==> src/rtl/spin_pkg.sv <==
// -----------------------------------------------------------------------------
// spin_pkg
// Shared definitions for the LED spinner speed controller: code widths, level
// limits, the controller state encoding and the level -> thermometer mapping.
// -----------------------------------------------------------------------------
package spin_pkg;

  localparam int SPEED_W = 4;
  localparam int LVL_W   = 3;

  localparam logic [LVL_W-1:0] LVL_MIN = 3'd0;
  localparam logic [LVL_W-1:0] LVL_MAX = 3'd4;

  typedef enum logic [1:0] {
    MANUAL    = 2'd0,
    RAMP_UP   = 2'd1,
    RAMP_DOWN = 2'd2
  } spin_state_e;

  // Level 0..4 -> 0000/0001/0011/0111/1111. Levels above 4 are never
  // produced; they map to full speed so the prescaler never sees a gap.
  function automatic logic [SPEED_W-1:0] lvl2therm(input logic [LVL_W-1:0] lvl);
    logic [SPEED_W-1:0] code;
    case (lvl)
      3'd0:    code = 4'b0000;
      3'd1:    code = 4'b0001;
      3'd2:    code = 4'b0011;
      3'd3:    code = 4'b0111;
      default: code = 4'b1111;
    endcase
    return code;
  endfunction

endpackage

==> src/rtl/btn_debounce.sv <==
// -----------------------------------------------------------------------------
// btn_debounce
// Synchronizes one asynchronous button, debounces it and emits a one-cycle
// pulse when the debounced state rises.
// Ports:
//   clk_i    in  system clock
//   rst_ni   in  asynchronous active-low reset
//   btn_i    in  raw asynchronous button, active-high
//   press_o  out one-cycle pulse on an accepted 0->1 transition
// -----------------------------------------------------------------------------
module btn_debounce #(
  parameter int DEBOUNCE_CYCLES = 500000,
  parameter int SYNC_STAGES     = 2
) (
  input  logic clk_i,
  input  logic rst_ni,
  input  logic btn_i,
  output logic press_o
);

  localparam int SS    = (SYNC_STAGES < 2) ? 2 : SYNC_STAGES;
  localparam int CNT_W = (DEBOUNCE_CYCLES > 2) ? $clog2(DEBOUNCE_CYCLES) : 1;
  localparam logic [CNT_W-1:0] CNT_LAST = CNT_W'(DEBOUNCE_CYCLES - 1);

  logic [SS-1:0]    r_sync;
  logic [CNT_W-1:0] r_cnt;
  logic             r_state;
  logic             r_press;
  logic             w_sync;

  assign w_sync  = r_sync[SS-1];
  assign press_o = r_press;

  // The counter only advances while the input disagrees with the accepted
  // state; any return to agreement restarts the stability window.
  always_ff @(posedge clk_i or negedge rst_ni) begin
    if (!rst_ni) begin
      r_sync  <= '0;
      r_cnt   <= '0;
      r_state <= 1'b0;
      r_press <= 1'b0;
    end else begin
      r_sync  <= {r_sync[SS-2:0], btn_i};
      r_press <= 1'b0;
      if (w_sync != r_state) begin
        if (r_cnt == CNT_LAST) begin
          r_state <= w_sync;
          r_cnt   <= '0;
          r_press <= w_sync;
        end else begin
          r_cnt <= r_cnt + 1'b1;
        end
      end else begin
        r_cnt <= '0;
      end
    end
  end

endmodule

==> src/rtl/spin_speed_ctrl.sv <==
// -----------------------------------------------------------------------------
// spin_speed_ctrl
// Turns debounced up/down buttons or an automatic triangle ramp into the
// thermometer speed code for the spinner prescaler. The applied level only
// changes in the cycle after a prescaler tick, when its counter is 0.
// Ports:
//   clk_i       in  system clock
//   rst_ni      in  asynchronous active-low reset
//   btn_up_i    in  raw up button (async)
//   btn_down_i  in  raw down button (async)
//   auto_i      in  auto-ramp switch (async), 1 = ramp
//   tick_i      in  prescaler tick, one-cycle pulse
//   speed_o     out thermometer speed code
//   level_o     out applied level 0..4
//   pending_o   out target level differs from applied level
//   at_max_o    out applied level == 4
//   at_min_o    out applied level == 0
// -----------------------------------------------------------------------------
module spin_speed_ctrl
  import spin_pkg::*;
#(
  parameter int DEBOUNCE_CYCLES = 500000,
  parameter int RAMP_TICKS      = 8,
  parameter int SYNC_STAGES     = 2
) (
  input  logic               clk_i,
  input  logic               rst_ni,
  input  logic               btn_up_i,
  input  logic               btn_down_i,
  input  logic               auto_i,
  input  logic               tick_i,
  output logic [SPEED_W-1:0] speed_o,
  output logic [LVL_W-1:0]   level_o,
  output logic               pending_o,
  output logic               at_max_o,
  output logic               at_min_o
);

  localparam int SS     = (SYNC_STAGES < 2) ? 2 : SYNC_STAGES;
  localparam int RAMP_W = (RAMP_TICKS > 2) ? $clog2(RAMP_TICKS) : 1;
  localparam logic [RAMP_W-1:0] RAMP_LAST  = RAMP_W'(RAMP_TICKS - 1);
  localparam logic [LVL_W-1:0]  LVL_MAX_M1 = LVL_MAX - 3'd1;
  localparam logic [LVL_W-1:0]  LVL_MIN_P1 = LVL_MIN + 3'd1;

  logic              w_up_press;
  logic              w_dn_press;
  logic [SS-1:0]     r_auto_sync;
  logic              w_auto;

  spin_state_e       r_state, w_state_next;
  logic [LVL_W-1:0]  r_target, w_target_next;
  logic [LVL_W-1:0]  r_applied;
  logic [RAMP_W-1:0] r_ramp, w_ramp_next;

  btn_debounce #(.DEBOUNCE_CYCLES(DEBOUNCE_CYCLES), .SYNC_STAGES(SS)) u_db_up (
    .clk_i   (clk_i),
    .rst_ni  (rst_ni),
    .btn_i   (btn_up_i),
    .press_o (w_up_press)
  );

  btn_debounce #(.DEBOUNCE_CYCLES(DEBOUNCE_CYCLES), .SYNC_STAGES(SS)) u_db_dn (
    .clk_i   (clk_i),
    .rst_ni  (rst_ni),
    .btn_i   (btn_down_i),
    .press_o (w_dn_press)
  );

  assign w_auto = r_auto_sync[SS-1];

  always_ff @(posedge clk_i or negedge rst_ni) begin
    if (!rst_ni) begin
      r_auto_sync <= '0;
      r_state     <= MANUAL;
      r_target    <= LVL_MIN;
      r_applied   <= LVL_MIN;
      r_ramp      <= '0;
    end else begin
      r_auto_sync <= {r_auto_sync[SS-2:0], auto_i};
      r_state     <= w_state_next;
      r_target    <= w_target_next;
      r_ramp      <= w_ramp_next;
      // Reads the pre-edge target: a target change made in a tick cycle
      // waits for the following tick.
      if (tick_i && (r_target != r_applied)) begin
        r_applied <= r_target;
      end
    end
  end

  always_comb begin
    w_state_next  = r_state;
    w_target_next = r_target;
    w_ramp_next   = r_ramp;
    case (r_state)
      MANUAL: begin
        if (w_auto) begin
          w_state_next = RAMP_UP;
          w_ramp_next  = '0;
        end else if (w_up_press && !w_dn_press) begin
          if (r_target != LVL_MAX) w_target_next = r_target + 1'b1;
        end else if (w_dn_press && !w_up_press) begin
          if (r_target != LVL_MIN) w_target_next = r_target - 1'b1;
        end
      end
      RAMP_UP, RAMP_DOWN: begin
        if (!w_auto) begin
          w_state_next = MANUAL;
          w_ramp_next  = '0;
        end else if (tick_i) begin
          if (r_ramp == RAMP_LAST) begin
            w_ramp_next = '0;
            if (r_state == RAMP_UP) begin
              // Entering the ramp at the top turns straight around.
              if (r_target == LVL_MAX) begin
                w_target_next = r_target - 1'b1;
                w_state_next  = RAMP_DOWN;
              end else begin
                w_target_next = r_target + 1'b1;
                if (r_target == LVL_MAX_M1) w_state_next = RAMP_DOWN;
              end
            end else begin
              if (r_target == LVL_MIN) begin
                w_target_next = r_target + 1'b1;
                w_state_next  = RAMP_UP;
              end else begin
                w_target_next = r_target - 1'b1;
                if (r_target == LVL_MIN_P1) w_state_next = RAMP_UP;
              end
            end
          end else begin
            w_ramp_next = r_ramp + 1'b1;
          end
        end
      end
      default: w_state_next = MANUAL;
    endcase
  end

  assign speed_o   = lvl2therm(r_applied);
  assign level_o   = r_applied;
  assign pending_o = (r_target != r_applied);
  assign at_max_o  = (r_applied == LVL_MAX);
  assign at_min_o  = (r_applied == LVL_MIN);

endmodule

==> config.mk <==
export PLATFORM = sky130hd
export DESIGN_NAME = spin_speed_ctrl
export DESIGN_NICKNAME = d
export VERILOG_FILES = /design/src/rtl/spin_pkg.sv /design/src/rtl/btn_debounce.sv /design/src/rtl/spin_speed_ctrl.sv
export SDC_FILE = /design/constraint.sdc
export NUM_CORES = 1
export LEC_CHECK = 0
export BUFFER_PORTS_ARGS = -buffer_cell sky130_fd_sc_hd__buf_2
export CAP_MARGIN = 0
export CELL_PAD_IN_SITES_DETAIL_PLACEMENT = 0
export CELL_PAD_IN_SITES_GLOBAL_PLACEMENT = 1
export CORE_ASPECT_RATIO = 1.5
export CORE_MARGIN = 8
export CORE_UTILIZATION = 45
export CTS_BUF_LIST = sky130_fd_sc_hd__clkbuf_4 sky130_fd_sc_hd__clkbuf_8
export CTS_CLUSTER_SIZE = 20
export DETAILED_ROUTE_END_ITERATION = 16
export PLACE_DENSITY = 0.89
export SYNTH_ARGS = -nofsm -noshare
export SYNTH_HDL_FRONTEND = slang
export SYNTH_SLANG_ARGS = --single-unit
==> constraint.sdc <==
create_clock -name clk_i -period 1.7 [get_ports clk_i]
set_input_delay 0.17 -clock clk_i [delete_from_list [all_inputs] [get_ports clk_i]]
set_output_delay 0.17 -clock clk_i [all_outputs]
set_load 0.05 [all_outputs]
==> impl_metrics.csv <==
group,metric,value,unit
final_layout,diodes,0,
setup_path,crit_family,"simple AND/OR/NAND/NOR gates",
floorplan,pin_count,16,
sta,finalClockSkew,12.5,ps
final_layout,stdcell_count,469,
clocking,cts.root.buffer_cell,"clkbuf_8",
place,gp_congestion,0.878,
route,highest_layer,"met4",
clocking,cts.clk_slew.worst_paths,80,ps
power,ir_worst_vdd,0.710,mV
final_layout,area_growth_syn_to_layout,36.2,%
yosys,synth_compound_area_frac,0.0811,
setup_path,crit_type,"register to register",
yosys,ys_ff_latch,59,
yosys,synth_top_area_frac,0.483,
yosys,synthesis.nets,320,
clocking,htreeDepth,3,
yosys,mappedNetlistArea,3060,sq um
floorplan,die_area,9740,sq um
route,vias,2509,
yosys,ys_warn_count,0,
yosys,synth_simple_gate_area_frac,0.234,
setup_path,cp.required,1990,ps
sta,slew-limit-headroom,0.649,
route,postRouteAntennaNets,0,
grt,antenna_found_initial,0,
yosys,synth.most_common_cell,"dfrtp_1",
sta,period_needed,1750,ps
route,drc_errors,0,
min_path,hp-class,"input port to register",
route,wl,6990,microns
yosys,synth_ff_type,"dfrtp_1",
power,p_comb_frac,0.252,
setup_path,cp-start-kind,"register",
run_status,status,"finished, violations left",
sta,rsz0062_at_grt,"yes",
power,swShare,0.296,
min_path,whs_path_depth,2,
clocking,cts_tree,"done",
power,p_int,2640,uW
grt,track_usage,0.146,
setup_path,cp.arrival,2040,ps
yosys,synth_cells,302,
route,met3_length,184,microns
final_layout,nNetsFinal,404,
sta,fmax,0.572,GHz
yosys,synth.area.mux_share,0.0385,
yosys,avgSynthCellArea,10.1,sq um
power,p_leak,0.00178,uW
route,wl_per_cell,14.9,microns
place,dp_slack,-140,ps
yosys,synthAdderAreaFrac,0.0491,
setup_path,path_buf_inv,0,
min_path,holdPathEnd,"level_o[0]",
grt,grt_pass1_wl,11400,microns
sta,tightest_slew,526,ps
route,drt-met1-wl,2800,microns
sta,hold_violations,0,
power,switchingPower,1110,uW
sta,setup_viol,13,
setup_path,path_cells,"nand3_2, or4_4, or4_4, a21oi_2",
power,p_total,3750,uW
route,drtIter0Drc,131,
floorplan,die_h,117,microns
clocking,numCtsBuffers,9,
setup_path,end_kind,"register",
yosys,synthTopCellsByCount,"dfrtp_1, nor2_1, xnor2_1",
sta,slew_viol_final,0,
grt,grt_remaining_overflow,0,
floorplan,design.core.area,6710,sq um
floorplan,num_rows,37,
yosys,synth_top_family_by_area,"simple AND/OR/NAND/NOR gates",
sta,fin_crit_sh,1.03,
route,viasPerCell,5.35,
clocking,worstSkewPairLatency,360,ps
clocking,clk_path_buf_depth,2,
yosys,yosys.area.top_type,"dfrtp_1",
setup_path,crit_fanout,7,
yosys,synth-seq-area-share,0.483,
setup_path,crit_path_max_incr_delay,570,ps
min_path,min_from,"tick_i",
setup_path,r2r-start,"u_db_up.r_cnt[2]",
route,first_pass_iters,4,
setup_path,cp_common_cell,"or4_4",
yosys,synth.top_cells.by_area,"dfrtp_1, xnor2_1, ha_1",
floorplan,initial_core_util,0.455,
power,pwr-share-clk,0.344,
power,power_density,900,nW/um^2
place,io_buffers,15,
job,cap_viol_max_count,0,
clocking,clock-sinks,59,
yosys,synth_edf_count,0,
final_layout,drive_gt1_frac,0.366,
setup_path,r2r-end,"u_db_up.r_cnt[17]",
yosys,yosysUniqueCellTypes,47,
setup_path,slowest_stage,"or4_4",
grt,first_global_vias,2539,
sta,fin_tns_setup,-320,ps
yosys,async_flop_share,1.00,
power,pwr-share-seq,0.404,
grt,grt_max_degree,27,
place,hpwl,4680,microns
floorplan,dieWidth,83.3,microns
setup_path,r2r_setup_slack,-50,ps
run_status,violations,"setup timing",
place,dp_cells,438,
route,wl_met2,3810,microns
sta,fin_ws,-49.3,ps
yosys,synthXorXnorAreaFrac,0.0860,
setup_path,r2r_cells,4,
-- sequential cells by signal, indices dropped and copies added (netlist names) --
name	flops
u_db_dn.r_cnt	19
u_db_up.r_cnt	19
level_o	3
r_ramp	3
r_target	3
r_auto_sync	2
r_state	2
u_db_dn.r_sync	2
u_db_up.r_sync	2
u_db_dn.press_o	1
u_db_dn.r_state	1
u_db_up.press_o	1
u_db_up.r_state	1
-- repair_timing --
item	in CTS	in global routing
gates cloned	0	2
pin swaps	6	8
buffers inserted	3	6
resized for setup	14	26
hold buffers	4	0
hold endpoints to repair	23	0
setup endpoints to repair	24	38
-- worst max-delay path by stage --
stage / startpoint / to / cells after the start / slack [ps]
finish: u_db_up.r_cnt[2] / u_db_up.r_cnt[17] / 4 / -50
global route: u_db_up.r_cnt[0] / u_db_up.r_cnt[18] / 5 / -130
CTS: u_db_up.r_cnt[1] / u_db_up.r_cnt[18] / 5 / -40
detailed placement: u_db_up.r_cnt[9] / u_db_up.r_state / 6 / -140
global placement: u_db_up.r_cnt[9] / u_db_up.r_state / 6 / -60
floorplan: u_db_up.r_cnt[2] / u_db_up.r_cnt[17] / 5 / -130
-- worst register-to-register path, stage by stage, from the launching register on --
cell	delay (ps)
dfrtp_1	380
nand3_2	100
or4_4	570
or4_4	500
a21oi_2	140
-- power by group through the flow --
stage	registers, uW	logic (uW)	clock network (uW)
finish	1510	944	1290
detailed placement	1540	838	0
global placement	1530	813	0
global route	1520	1050	1380
floorplan	1540	512	0
CTS	1510	875	1310
-- layer usage --
metal,GRT usage,up-vias
met3,0.0416,15
met1,0.147,1223
met4,0.0835,0
met5,0,-
met2,0.263,32
li1,-,1239
-- layout by cell type (no fill, tap or decap), types with 2 or more instances in the layout --
cell type	netlist	routed
or4_1	5	4
buf_2	2	14
dlygate4sd3_1	0	4
clkbuf_8	0	9
mux2i_1	5	5
dfrtp_1	59	58
and2_1	3	3
nand3b_1	2	2
nand3_2	1	2
clkinvlp_4	0	4
o31ai_1	5	5
a21oi_2	1	4
ha_1	12	8
inv_1	13	12
a21oi_1	12	9
xor2_1	9	8
nor3_1	8	6
and4_4	0	3
or2_2	3	2
nand2_1	20	19
nand3_1	13	11
o21ai_0	9	8
nand2b_1	6	6
mux2_2	6	6
buf_12	0	2
buf_6	0	2
and4_1	5	3
xnor2_1	21	20
ha_2	0	3
nor4_1	6	4
or3_1	5	3
or3_4	0	4
and3_1	2	2
or4_4	1	2
nor2_4	0	2
nand4_1	10	10
nor2_1	31	29
buf_4	1	58
-- metrics by stage --
| stage | instance area [sq um] | hold WS [ps] | util |
|---|---|---|---|
| after floorplan | 3100 | -126 | - |
| after global placement | 3640 | 169 | 0.542 |
| after detailed placement | 3640 | 173 | 0.542 |
| after CTS | 3970 | 135 | 0.591 |
| after global routing | 4160 | 162 | 0.620 |
| final | 4160 | 149 | 0.620 |
-- cell type report --
| type | instances | area, sq um |
|---|---|---|
| Tap cell | 78 | 97.6 |
| Inverter | 13 | 52.6 |
| Timing Repair Buffer | 81 | 633 |
| Fill cell | 529 | 2550 |
| Clock buffer | 10 | 131 |
| Multi-Input combinational cell | 222 | 1700 |
| Clock inverter | 6 | 66.3 |
| Sequential cell | 59 | 1480 |
-- logic make-up after synthesis --
| family | after synthesis |
|---|---|
| buffers and inverters | 21 |
| XOR/XNOR | 30 |
| AO/OA/AOI/OAI | 38 |
| AND/OR/NAND/NOR | 131 |
| adder cells (fa/ha/maj) | 12 |
| flip-flops | 59 |
| multiplexers | 11 |
No activity file was read; power rests on OpenSTA's default activity.
